--- src/rtl/branch_predictor.sv ---
// Fetch-side branch direction predictor: a PC-indexed table of 2-bit saturating
// counters read in F, trained when the decode-stage comparator resolves a branch.
module branch_predictor #(
  parameter int INDEX_BITS = 6,
  parameter int CNT_W      = 32
) (
  input  logic             clk,
  input  logic             rst,
  input  logic [31:0]      pcF,
  input  logic             stallD,
  input  logic             flushD,
  input  logic             branchF,
  input  logic [31:0]      pcD,
  input  logic             branchD,
  input  logic             actual_takenD,
  output logic             pred_takenF,
  output logic             pred_takenD,
  output logic             mispredictD,
  output logic [CNT_W-1:0] branch_cnt,
  output logic [CNT_W-1:0] mispredict_cnt
);

  localparam int ENTRIES = 1 << INDEX_BITS;

  logic [1:0]            ctr_q [ENTRIES];
  logic [INDEX_BITS-1:0] idx_f;
  logic [INDEX_BITS-1:0] idx_d;
  logic [1:0]            ctr_old;
  logic [1:0]            ctr_new;
  logic                  upd;
  logic                  pred_q, pred_d;
  logic                  valid_q, valid_d;
  logic [CNT_W-1:0]      bcnt_q, bcnt_d;
  logic [CNT_W-1:0]      mcnt_q, mcnt_d;
  logic                  unused_pc_bits;

  assign idx_f = pcF[INDEX_BITS+1:2];
  assign idx_d = pcD[INDEX_BITS+1:2];
  assign unused_pc_bits = ^{pcF[31:INDEX_BITS+2], pcF[1:0], pcD[31:INDEX_BITS+2], pcD[1:0]};

  // No write-to-read bypass: F sees the pre-update entry in a collision cycle.
  assign pred_takenF = branchF & ctr_q[idx_f][1];
  assign pred_takenD = pred_q & valid_q;
  assign upd         = branchD & ~stallD;
  assign mispredictD = upd & (pred_takenD ^ actual_takenD);

  assign branch_cnt     = bcnt_q;
  assign mispredict_cnt = mcnt_q;

  always_comb begin
    ctr_old = ctr_q[idx_d];
    ctr_new = ctr_old;
    if (actual_takenD) begin
      if (ctr_old != 2'b11) ctr_new = ctr_old + 2'b01;
    end else begin
      if (ctr_old != 2'b00) ctr_new = ctr_old - 2'b01;
    end
  end

  always_comb begin
    pred_d = pred_q;
    valid_d = valid_q;
    if (flushD) begin
      pred_d  = 1'b0;
      valid_d = 1'b0;
    end else if (!stallD) begin
      pred_d  = pred_takenF;
      valid_d = branchF;
    end
  end

  always_comb begin
    bcnt_d = bcnt_q + {{(CNT_W-1){1'b0}}, upd};
    mcnt_d = mcnt_q + {{(CNT_W-1){1'b0}}, mispredictD};
  end

  always_ff @(posedge clk or posedge rst) begin
    if (rst) begin
      for (int i = 0; i < ENTRIES; i++) ctr_q[i] <= 2'b01;
    end else if (upd) begin
      ctr_q[idx_d] <= ctr_new;
    end
  end

  always_ff @(posedge clk or posedge rst) begin
    if (rst) begin
      pred_q  <= 1'b0;
      valid_q <= 1'b0;
      bcnt_q  <= '0;
      mcnt_q  <= '0;
    end else begin
      pred_q  <= pred_d;
      valid_q <= valid_d;
      bcnt_q  <= bcnt_d;
      mcnt_q  <= mcnt_d;
    end
  end

endmodule

--- config.mk ---
export PLATFORM = sky130hd
export DESIGN_NAME = branch_predictor
export DESIGN_NICKNAME = d
export VERILOG_FILES = /design/src/rtl/branch_predictor.sv
export SDC_FILE = /design/constraint.sdc
export NUM_CORES = 1
export LEC_CHECK = 0
export BUFFER_PORTS_ARGS = -buffer_cell sky130_fd_sc_hd__clkbuf_2
export CAP_MARGIN = 20
export CORE_AREA = 2 2 126 153
export CTS_BUF_LIST = sky130_fd_sc_hd__clkbuf_4 sky130_fd_sc_hd__clkbuf_8
export DETAILED_ROUTE_END_ITERATION = 8
export DIE_AREA = 0 0 128 155
export GPL_TIMING_DRIVEN = 0
export PLACE_DENSITY = 0.79
export SYNTH_ARGS = -nofsm -noshare
export SYNTH_HDL_FRONTEND = slang
export SYNTH_SLANG_ARGS = --single-unit
--- constraint.sdc ---
create_clock -name clk -period 8.2 [get_ports clk]
set_input_delay 1.23 -clock clk [delete_from_list [all_inputs] [get_ports clk]]
set_output_delay 1.23 -clock clk [all_outputs]
set_load 0.02 [all_outputs]
==> impl_metrics.tcl <==
set metrics [dict create \
    place_congestion 0.9208 \
    dieArea_um2 19840 \
    vdd_drop_max_mv 0.1128 \
    dr.pass1.iters 7 \
    yosysTopAreaCellShare_pct 34.05 \
    ys_seq_area_share_pct 51.66 \
    grt_overflow_total 0 \
    die_w_um 128 \
    arrival_ns 4.35 \
    cts_tree "yes" \
    cts_made_buffers 17 \
    syn-num-nets 911 \
    grt_usage_pct 24.34 \
    cts-resized-gates 0 \
    vias_per_cell 6.032 \
    hold_viol_final 0 \
    placed_cell_area_um2 10290 \
    ys.flop_type "dfrtp_1" \
    yosysUniqueCellTypes 49 \
    synth_area_leaders "dfrtp_1 (34%), dfstp_2 (18%), mux4_2 (9.0%)" \
    cts_buffer_depth 2 \
    num_io_pins 138 \
    nNetsFinal 1012 \
    synth-seq-cells 194 \
    post_cts_buffers 0 \
    drt-total-wl_mm 23.34 \
    drive_gt1_share_pct 32.42 \
    rsz0062_at_grt "false" \
    path_class "input port to output port" \
    synth_area_um2 9553 \
    post_drt_wl_per_cell_um 19.81 \
    start_util_pct 51.80 \
    num-fill-cells 1472 \
    max_cap_violations 0 \
    synth_edf_count 0 \
    yosys.area.top_type "dfrtp_1" \
    rows 55 \
    synthTopCellsByCount "nand2_1 (171), dfrtp_1 (130), mux2_2 (72)" \
    cts_sinks 194 \
    fin_crit_sh_pct 68.06 \
    root_buffer "clkbuf_8" \
    final_antenna_net_count 0 \
    worst_pin_slew_ns 1.264 \
    syn-instance-count 836 \
    vias 7106 \
    ys_warn_count 0 \
    slew_headroom_pct 15.41 \
    tns_ns 0 \
    synth.most_common_cell "nand2_1" \
    drc 0 \
    period_needed_ns 5.581 \
    start_kind "input port" \
    syn_avg_cell_area_um2 11.43 \
    p_per_area_nw_per_um2 184.6 \
    outcome "complete, no violations" \
    dp_hpwl_mm 16.39 \
    antenna_found_initial 0 \
    finalClockSkew_ns 0.01236 \
    cp_max_fo 10 \
    h-tree-depth 4 \
    postSynth.asyncResetShare_pct 100.0 \
    diodes 0 \
    required_ns 6.97 \
    hold_path_class "register to register" \
    syn_to_final_growth_pct 12.12 \
    grt_pass1_vias 7017 \
    slew_violations 0 \
    report.final.setup_viol 0 \
    grt_first_pass_wirelength_mm 37.14 \
    p_leak_nw 4.719 \
    clk_transition_reported_paths_ns 0.09 \
    insertion_delay_ns 0.47 \
    fmax_ghz 0.1792 \
    dieHeight_um 155 \
    final_util_pct 58.07 \
    coreArea_um2 18440 \
    cts_hold_buf 0 \
    final_area_um2 10710 \
    grt_max_degree 137 \
    drt_iter0_markers 608 \
    portBuffers 77 \
    cp-end-kind "output port" \
]
==> layout make-up <==
cell class | count | area (µm²) | area share [%]
multi-input combinational | 592 | 4383 | 40.92
buffer | 39 | 203.9 | 1.904
tap | 228 | 285.3 | 2.664
clock inverter | 8 | 101.3 | 0.9463
timing repair buffer | 82 | 441.7 | 4.124
inverter | 11 | 48.80 | 0.4556
clock buffer | 24 | 311.5 | 2.909
sequential | 194 | 4935 | 46.07
==> per-stage QoR <==
step / hold WS, ns / power, mW / instances / worst slack, ns
after floorplan: 0.4545 / 1.256 / 836 / 1.792
after CTS: 0.4796 / 1.990 / 1177 / 2.629
after detailed placement: 0.4629 / 1.353 / 1145 / 2.642
after global routing: 0.4905 / 2.053 / 1178 / 2.490
final: 0.4750 / 1.978 / 1178 / 2.619
after global placement: 0.4552 / 1.342 / 1141 / -0.2591
==> registers in the layout (all words and copies together), names as in the netlist <==
signal,cells
branch_cnt,32
valid_q,1
mispredict_cnt,32
ctr_q,128
pred_q,1
==> final timing paths <==
kind | depth (start not counted) | startpoint | slack, ns | to
max in group asynchronous | 3 | rst | 6.36 | ctr_q[77]
max reg2reg | 8 | ctr_q[61] | 5.02 | ctr_q[62]
max | 7 | pcF[2] | 2.62 | pred_takenF
min reg2reg | 1 | mispredict_cnt[31] | 0.47 | mispredict_cnt[31]
min in group asynchronous | 2 | rst | 0.78 | mispredict_cnt[18]
min | 1 | mispredict_cnt[31] | 0.47 | mispredict_cnt[31]
==> critical path, cell delays in order <==
cell,delay [ns]
clkbuf_1,0.46
buf_1,0.83
mux4_2,0.62
mux4_2,0.48
mux2i_1,0.35
o22ai_1,0.17
clkbuf_2,0.20
==> kinds of logic (layout without fill, tap and decap cells) <==
logic type | Yosys count | after routing | share of synthesized area [%]
flip-flops | 194 | 194 | 51.66
adder cells (fa/ha/maj) | 5 | 5 | 0.6418
buffers and inverters | 50 | 164 | 2.567
multiplexers | 125 | 125 | 19.02
AO/OA/AOI/OAI | 106 | 106 | 6.405
AND/OR/NAND/NOR | 294 | 294 | 14.03
XOR/XNOR | 62 | 62 | 5.684
==> per-layer routing <==
layer | track usage [%] | share of wire (%) | wire (µm) | vias to the layer above
met1 | 30.63 | 40 | 9272 | 3465
met5 | 0 | 0 | 0 | -
li1 | - | - | - | 3166
met4 | 10.10 | 3.8 | 890 | 0
met3 | 6.809 | 9.1 | 2134 | 90
met2 | 39.78 | 47 | 11040 | 385
==> cell usage in the layout (no fill, tap or decap), drive strengths merged, types with 5 or more instances in the layout <==
cell type / count
mux4: 38
and3: 13
xor2: 20
dfrtp: 130
nand4: 14
dfstp: 64
mux2: 72
nand2: 171
nor2: 26
and4: 6
nor3: 9
inv: 10
nand3: 29
xnor2: 42
and3b: 5
clkbuf: 121
nand2b: 5
mux2i: 15
o22ai: 5
clkinvlp: 5
a31oi: 7
buf: 24
a21oi: 5
o21ai: 71
==> power by group <==
group          internal [mW]  switching [mW]
clock                  0.313           0.326
sequential              1.03          0.0512
combinational         0.0919           0.162
Note: power is estimated with default switching activity, not from simulation.
